### config.mk
export PLATFORM = sky130hd
export DESIGN_NAME = alu_seq_flat
export DESIGN_NICKNAME = d
export VERILOG_FILES = /design/src/rtl/alu_seq_if.sv /design/src/rtl/alu_seq.sv /design/src/flat_wrapper.sv
export SDC_FILE = /design/constraint.sdc
export NUM_CORES = 1
export LEC_CHECK = 0
export CORE_UTILIZATION = 40
export DETAILED_ROUTE_END_ITERATION = 8
export HOLD_SLACK_MARGIN = 0.12
export PLACE_DENSITY_LB_ADDON = 0.25
export SYNTH_ARGS = -nofsm -noshare
export SYNTH_HDL_FRONTEND = slang
export SYNTH_SLANG_ARGS = --single-unit
### constraint.sdc
create_clock -name clk -period 3.2 [get_ports clk]
set_input_delay 0.64 -clock clk [delete_from_list [all_inputs] [get_ports clk]]
set_output_delay 0.64 -clock clk [all_outputs]
set_load 0.05 [all_outputs]
### src/rtl/alu_seq_if.sv
// alu_seq_if: start/operand/result bundle between a requester and the sequential ALU
interface alu_seq_if #(parameter int WIDTH = 4);
  logic                 init;
  logic [WIDTH-1:0]     portA;
  logic [WIDTH-1:0]     portB;
  logic [1:0]           opcode;
  logic [2*WIDTH-1:0]   result;
  logic [WIDTH-1:0]     remainder;
  logic                 busy;
  logic                 done;
  logic                 div_zero;
  modport master (output init, portA, portB, opcode,
                  input  result, remainder, busy, done, div_zero);
  modport slave  (input  init, portA, portB, opcode,
                  output result, remainder, busy, done, div_zero);
endinterface

### src/rtl/alu_seq.sv
// alu_seq: multi-cycle ALU; add/sub in one step, shift-add mul and restoring div in WIDTH steps
module alu_seq #(parameter int WIDTH = 4) (
  input logic      clk,
  input logic      rst,
  alu_seq_if.slave bus
);
  localparam int W  = WIDTH;
  localparam int CW = $clog2(W + 1);
  typedef enum logic [1:0] {IDLE, EXEC, DONE} state_t;
  state_t         state_q, state_d;
  logic [1:0]     op_q, op_d;
  logic [2*W-1:0] x_q, x_d, acc_q, acc_d, res_q, res_d;
  logic [W-1:0]   y_q, y_d, rem_q, rem_d;
  logic [CW-1:0]  cnt_q, cnt_d;
  logic           dz_q, dz_d;
  logic [W:0]     sum, dif, trial, part;
  logic           qbit, dz_hit, fin;
  // x holds the shifting multiplicand (mul) or dividend/quotient (div); y the multiplier or divisor
  always_comb begin
    sum     = {1'b0, x_q[W-1:0]} + {1'b0, y_q};
    dif     = {1'b0, x_q[W-1:0]} - {1'b0, y_q};
    trial   = {acc_q[W-1:0], x_q[W-1]};
    qbit    = trial >= {1'b0, y_q};
    part    = qbit ? trial - {1'b0, y_q} : trial;
    dz_hit  = op_q == 2'b11 && y_q == '0;
    fin     = !op_q[1] || dz_hit || cnt_q == CW'(W - 1);
    state_d = state_q;
    op_d    = op_q;
    x_d     = x_q;
    y_d     = y_q;
    acc_d   = acc_q;
    res_d   = res_q;
    rem_d   = rem_q;
    cnt_d   = cnt_q;
    dz_d    = dz_q;
    case (state_q)
      IDLE: if (bus.init) begin
        state_d = EXEC;
        op_d    = bus.opcode;
        x_d     = {{W{1'b0}}, bus.portA};
        y_d     = bus.portB;
        acc_d   = '0;
        cnt_d   = '0;
        dz_d    = 1'b0;
      end
      EXEC: begin
        cnt_d = cnt_q + CW'(1);
        if (op_q == 2'b10) begin
          acc_d = acc_q + (y_q[0] ? x_q : '0);
          x_d   = x_q << 1;
          y_d   = y_q >> 1;
        end else if (op_q == 2'b11) begin
          acc_d = {{(W-1){1'b0}}, part};
          x_d   = {x_q[2*W-2:0], qbit};
        end
        if (fin) begin
          state_d = DONE;
          res_d   = op_q == 2'b00 ? {{(W-1){1'b0}}, sum} :
                    op_q == 2'b01 ? {{(W-1){dif[W]}}, dif} :
                    op_q == 2'b10 ? acc_d :
                    dz_hit        ? {{W{1'b0}}, {W{1'b1}}} : {{W{1'b0}}, x_d[W-1:0]};
          rem_d   = op_q != 2'b11 ? '0 : dz_hit ? x_q[W-1:0] : part[W-1:0];
          dz_d    = dz_hit;
        end
      end
      default: state_d = IDLE;
    endcase
  end
  always_ff @(posedge clk or posedge rst) begin
    if (rst) begin
      state_q <= IDLE;
      op_q    <= '0;
      x_q     <= '0;
      y_q     <= '0;
      acc_q   <= '0;
      res_q   <= '0;
      rem_q   <= '0;
      cnt_q   <= '0;
      dz_q    <= 1'b0;
    end else begin
      state_q <= state_d;
      op_q    <= op_d;
      x_q     <= x_d;
      y_q     <= y_d;
      acc_q   <= acc_d;
      res_q   <= res_d;
      rem_q   <= rem_d;
      cnt_q   <= cnt_d;
      dz_q    <= dz_d;
    end
  end
  assign bus.result    = res_q;
  assign bus.remainder = rem_q;
  assign bus.busy      = state_q != IDLE;
  assign bus.done      = state_q == DONE;
  assign bus.div_zero  = dz_q;
endmodule

### src/flat_wrapper.sv
// flat-port wrapper written by rule: the top's interface ports become plain ports
module alu_seq_flat 
#(parameter int WIDTH = 4)
  (clk, rst, bus_init, bus_portA, bus_portB, bus_opcode, bus_result, bus_remainder, bus_busy, bus_done, bus_div_zero);
  alu_seq_if #(.WIDTH(WIDTH)) bus_i ();
  input logic clk;
  input logic rst;
  input wire logic [$bits(bus_i.init)-1:0] bus_init;
  input wire logic [$bits(bus_i.portA)-1:0] bus_portA;
  input wire logic [$bits(bus_i.portB)-1:0] bus_portB;
  input wire logic [$bits(bus_i.opcode)-1:0] bus_opcode;
  output wire logic [$bits(bus_i.result)-1:0] bus_result;
  output wire logic [$bits(bus_i.remainder)-1:0] bus_remainder;
  output wire logic [$bits(bus_i.busy)-1:0] bus_busy;
  output wire logic [$bits(bus_i.done)-1:0] bus_done;
  output wire logic [$bits(bus_i.div_zero)-1:0] bus_div_zero;
  assign bus_i.init = bus_init;
  assign bus_i.portA = bus_portA;
  assign bus_i.portB = bus_portB;
  assign bus_i.opcode = bus_opcode;
  assign bus_result = bus_i.result;
  assign bus_remainder = bus_i.remainder;
  assign bus_busy = bus_i.busy;
  assign bus_done = bus_i.done;
  assign bus_div_zero = bus_i.div_zero;
  alu_seq #(.WIDTH(WIDTH)) u_core (.clk(clk), .rst(rst), .bus(bus_i));
endmodule
**Word level (Yosys, flattened, before mapping)**

Cells that the tools add are included.
Widths: inputs -> output; s select.

- Register bits after elaboration: 40
- Bits of input ports: 13
- Output and inout port bits: 15
- Word-level logic and storage cells: 70

- Add/sub/neg operators: 5
- $lt $le $gt $ge: 1
- Eq/ne operators: 11
- Muxes and demuxes: 27
- Reductions and logical operators: 16

Operators with widths:

| kind | number |
|---|---|
| $mux 8 | 10 |
| $pmux 8 s2 | 2 |
| $mux 4 | 5 |
| $reduce_and 3->1 | 3 |
| $add 8x8->8 | 1 |
| $pmux 4 s2 | 1 |
| $reduce_and 2->1 | 4 |
| $eq 2x2->1 const B | 3 |
| $pmux 3 s2 | 1 |
| $add 4x4->5 | 1 |
| $ge 5x4->1 | 1 |
| $mux 5 | 1 |
| $sub 4x4->5 | 1 |
| $sub 5x4->5 | 1 |
| $eq 2x1->1 const B | 2 |
| $logic_not 2->1 | 2 |
| $logic_not 4->1 | 1 |
| $mux 2 | 2 |
| $ne 2x1->1 const B | 2 |
| $ne 2x2->1 const B | 2 |
| $pmux 2 s2 | 1 |
| $reduce_bool 2->1 | 2 |
| $add 3x1->3 const B | 1 |
| $eq 3x2->1 const B | 1 |
| 7 further kinds | 9 |

**Logic depth before layout (Yosys ltp)**

- Word-level depth: 7
- Mapped depth: 9
- Mapped depth without buffers: 9

**Least setup slack after synthesis**

OpenSTA, ideal clock, no wires.

- Kind: reg-to-reg
- From: register u_core.y_q[0]
- To: register u_core.res_q[4] (netlist: u_core.bus.result[4])
- Library setup time: 129 ps
- Arrival: 2104 ps
- Required time: 3071 ps
- Setup slack: 967 ps
- Stages on the path, launching flop included: 10
- Buffers on the path: 0
- Period minus slack after synthesis: 2233 ps
- Cells stage by stage: dfrtp_1 ha_1 ha_1 inv_1 fa_1 nor2b_1 o31ai_1 xnor2_1 a221oi_1 o21ai_0

- Word-level cells in the longest chain between the ends: 7
- Elaborated cells between the ends (all ways): 17
- Classes of those cells: add/sub (4); order compare (1); mux (7); reduce/logical (5)

Ends and longest elaborated chain:

| element | RTL line | text |
|---|---|---|
| start: declaration | alu_seq.sv:13 | `logic [W-1:0] y_q, y_d, rem_q, rem_d;` |
| start signal: assignment | alu_seq.sv:84 | `y_q <= y_d;` |
| $sub 5x4->5 / $ge 5x4->1 (equally long branches) | alu_seq.sv:24, alu_seq.sv:23 |  |
| $mux 5 | alu_seq.sv:24 | `part = qbit ? trial - {1'b0, y_q} : trial;` |
| $mux 8 | alu_seq.sv:52 | `end else if (op_q == 2'b11) begin` |
| $mux 8 | alu_seq.sv:48 | `if (op_q == 2'b10) begin` |
| $mux 8 | alu_seq.sv:60 | `op_q == 2'b10 ? acc_d :` |
| $mux 8 | alu_seq.sv:59 | `op_q == 2'b01 ? {{(W-1){dif[W]}}, dif} :` |
| $mux 8 | alu_seq.sv:58 | `res_d = op_q == 2'b00 ? {{(W-1){1'b0}}, sum} :` |
| end signal: assignment | alu_seq.sv:86 | `res_q <= res_d;` |
| end: declaration | alu_seq.sv:12 | `logic [2*W-1:0] x_q, x_d, acc_q, acc_d, res_q, res_d;` |

Several ways; a longest one is shown, not always the timed one.
A chain may end at the register's enable or synchronous reset.

**Worst setup path in the final report**

Ends and elaborated chain as after synthesis.

==> summary.txt <==
Outcome
  – Status: complete, but fails checks
  – Failing checks: DRC

Clock tree
  – Clk sinks: 40
  – CTS tree: built
  – Reg clk slew, reported paths: around 0.08 ns
  – Clk buf depth: 2
  – Insertion delay to the later sink of the worst-skew pair: 0.30 ns
  – Num CTS Buffers: 5
  – Postcts setup bufs: 0
  – Cells resized by post-CTS repair: 0
  – CTS Root Cell: clkbuf_8
  – Hold-fix buffers at CTS: 0
  – H-tree depth: 2

Critical path
  – Required time of the critical path: approximately 3.4 ns
  – Worst Setup EP: u_core.bus.result[4]$_DFFE_PP0P_
  – Critical Path AT: 2.73 ns
  – Reg2reg setup slack: roughly 0.65 ns
  – Worst Setup End Kind: register
  – Worst R2R End: u_core.bus.result[4]$_DFFE_PP0P_
  – CP Launch Type: register
  – Critical Path Source: u_core.y_q[0]$_DFFE_PP0P_
  – Worst setup path class: register to register
  – Worst Path Max Fanout: 13
  – Worst R2R Path Depth: 9
  – R2R Path Start: u_core.y_q[0]$_DFFE_PP0P_

Routing
  – ANT nets after route: 0
  – # DRC: 1
  – DR WL/cell: 17.7 um
  – Pre-Repair DR Iteration Count: 7
  – Routed WL: around 7.4 mm
  – Vias: 2,398
  – Drt first-iter violations: 213
  – Via density: 5.75

Floorplan
  – Row count: 30
  – Die Span X: 85.5 um
  – Die ar.: 7300 um2
  – Total core area: between 6000 and 7000 um2
  – Top-level I/O count: 28
  – DIE HEIGHT: 85.5 um
  – Initial Util: roughly two fifths

Layout
  – Fin util: 47.7%
  – Share of post-route cells with drive strength above 1: 7.12%
  – Post-route cell area: 3220 um2
  – Final nets: 376
  – Area delta synth->final: 15.6%
  – Number of diodes: 0

Power and ir drop
  – P_leak: 0.00142 uW
  – PD cells: 1200 nW/um2
  – Worst IR Drop VDD: approximately 380 uV

Yosys
  – Post-Syn Instances: roughly 310
  – Unique masters post-synth: 56
  – Register area share after synthesis: 35.9%
  – Cell area after synthesis: 2790 um2
  – Syn_area_per_cell: 8.96 um2
  – YS warnings: 0
  – Post-synth net total: 350
  – Number of flops mapped to enable cells by yosys: 0
  – Post-synth top flop: dfrtp_1
  – Yosys reg bits: 40
  – Asr flop ratio synth: 100%

Timing
  – Final hold vios: 0
  – Final TNS setup: 0 ns
  – Pin slew with the least headroom to its limit: just over 0.8 ns
  – Final Setup Violations: 0
  – Fmax: 392 MHz
  – Max Slew Vio Count: 0
  – Slew HR: a little under half
  – Crit path time final: 2.55 ns
  – Unrepaired setup endpoints after global routing: false
  – Hold_ws: 0.481 ns
  – Tcrit/Tclk final: 79.8%
  – Clock Skews: 0.00220 ns

Placed design
  – Port buffer count: 27
  – Post-DP HPWL: 5.55 mm
  – Placed cell area: between 3000 and 4000 um2
  – Routability congestion estimate: 0.880

GRT
  – Largest net degree at the start of global routing: 41
  – Wire length of the first global-routing pass: 12.5 mm
  – Gr ovfl total: 0
  – Initial antenna violation count: 0
  – Global Route Usage Sum: 22.3%
  – Vias in the first global route: 2,406

Job
  – Max-Cap Viols: 0

Hold path
  – Worst Hold Class: register to register
[metal layers]
metal	part of all wire, %	GRT usage, %	vias up
li1	-	-	1171
met1	46	30.9	1134
met2	46	34.3	86
met3	6.7	4.47	7
met4	1.4	8.94	0
met5	0	0	-
[worst max-delay path: stages, from the launching register on]
cell and delay (ns):
dfrtp_1 0.63, ha_1 0.30, ha_1 0.20, inv_1 0.06
fa_1 0.40, nor2b_1 0.18, o31ai_1 0.10, xnor2_1 0.15
a221oi_1 0.30, o21ai_0 0.12
[kinds of logic (layout without fill, tap and decap cells)]
group,Yosys count,count (layout),share of synthesized area [%]
and+or+nand+nor,104,104,18.6
xor gates and xnor gates,10,10,3.14
muxes,4,4,1.89
buffers and inverters,31,57,4.76
adders and majority gates,26,26,12.8
AOI/OAI and AO/OA,96,96,22.9
DFF,40,40,35.9
[sequential cells by signal, summed over array words and instances (netlist names)]
name / count
u_core.bus.div_zero: 1
u_core.bus.result: 8
u_core.acc_q: 8
u_core.bus.remainder: 4
u_core.state_q: 2
u_core.op_q: 2
u_core.cnt_q: 3
u_core.x_q: 8
u_core.y_q: 4
[cell usage after synthesis, types with 4 or more instances]
cell type / n / area (um2)
a21oi_1: 13 / 65.1
nand4_1: 5 / 31.3
xor2_1: 6 / 52.6
nor2_1: 21 / 78.8
o21ai_0: 25 / 125
a22o_1: 4 / 35.0
o31ai_1: 4 / 30.0
nand3_1: 7 / 35.0
nand2_1: 40 / 150
a31oi_1: 7 / 43.8
and2_1: 4 / 25.0
xnor2_1: 4 / 35.0
a22oi_1: 5 / 37.5
fa_1: 4 / 80.1
ha_1: 22 / 275
dfrtp_1: 40 / 1000
a221oi_1: 4 / 35.0
clkbuf_1: 4 / 15.0
buf_2: 7 / 35.0
nor2b_1: 5 / 31.3
inv_1: 17 / 63.8
nor3_1: 6 / 30.0
o211ai_1: 7 / 52.6
[final cells by class]
class | instances | area [um2]
fillers | 647 | 3530
multi-input cells | 240 | 1650
flip-flops and latches | 40 | 1000
repair buffers | 31 | 300
well taps | 80 | 100
clock buffers | 7 | 96.3
inverters | 19 | 71.3
[metrics by stage]
stage,instances,total power (uW),setup WS (ns)
2_1_floorplan,311,2770,0.967
3_3_place_gp,410,3440,0.800
3_5_place_dp,410,3450,0.701
4_1_cts,417,3840,0.673
5_1_grt,417,4150,0.488
6_report,417,3850,0.648
[power breakdown]
group	switching [uW]	leakage, uW	internal (uW)
clock	179	0.0000503	192
sequential	311	0.000511	698
combinational	1530	0.000856	946
[worst min-delay path by stage]
stage | start | end | slack [ns] | cells past startpoint
2_1_floorplan | u_core.acc_q[6]$_DFFE_PP0P_ | u_core.acc_q[6]$_DFFE_PP0P_ | 0.45 | 2
3_3_place_gp | u_core.bus.result[1]$_DFFE_PP0P_ | u_core.bus.result[1]$_DFFE_PP0P_ | 0.46 | 2
3_5_place_dp | u_core.bus.result[1]$_DFFE_PP0P_ | u_core.bus.result[1]$_DFFE_PP0P_ | 0.48 | 2
4_1_cts | u_core.bus.result[1]$_DFFE_PP0P_ | u_core.bus.result[1]$_DFFE_PP0P_ | 0.49 | 2
5_1_grt | u_core.bus.result[6]$_DFFE_PP0P_ | u_core.bus.result[6]$_DFFE_PP0P_ | 0.51 | 2
6_report | u_core.bus.result[1]$_DFFE_PP0P_ | u_core.bus.result[1]$_DFFE_PP0P_ | 0.48 | 2
[cells in the final DEF (no fill, tap or decap), drive strengths merged, types with 5 or more instances in the layout]
cell type	count
dfrtp	40
a21oi	13
ha	22
nand3	7
nand4	5
nand2	40
clkdlybuf4s50	27
nor3	6
and2	5
nor2	24
o21ai	30
a22oi	5
nor2b	5
o211ai	7
inv	19
clkbuf	7
a31oi	7
xor2	6
(Power assumes the default switching activity.)
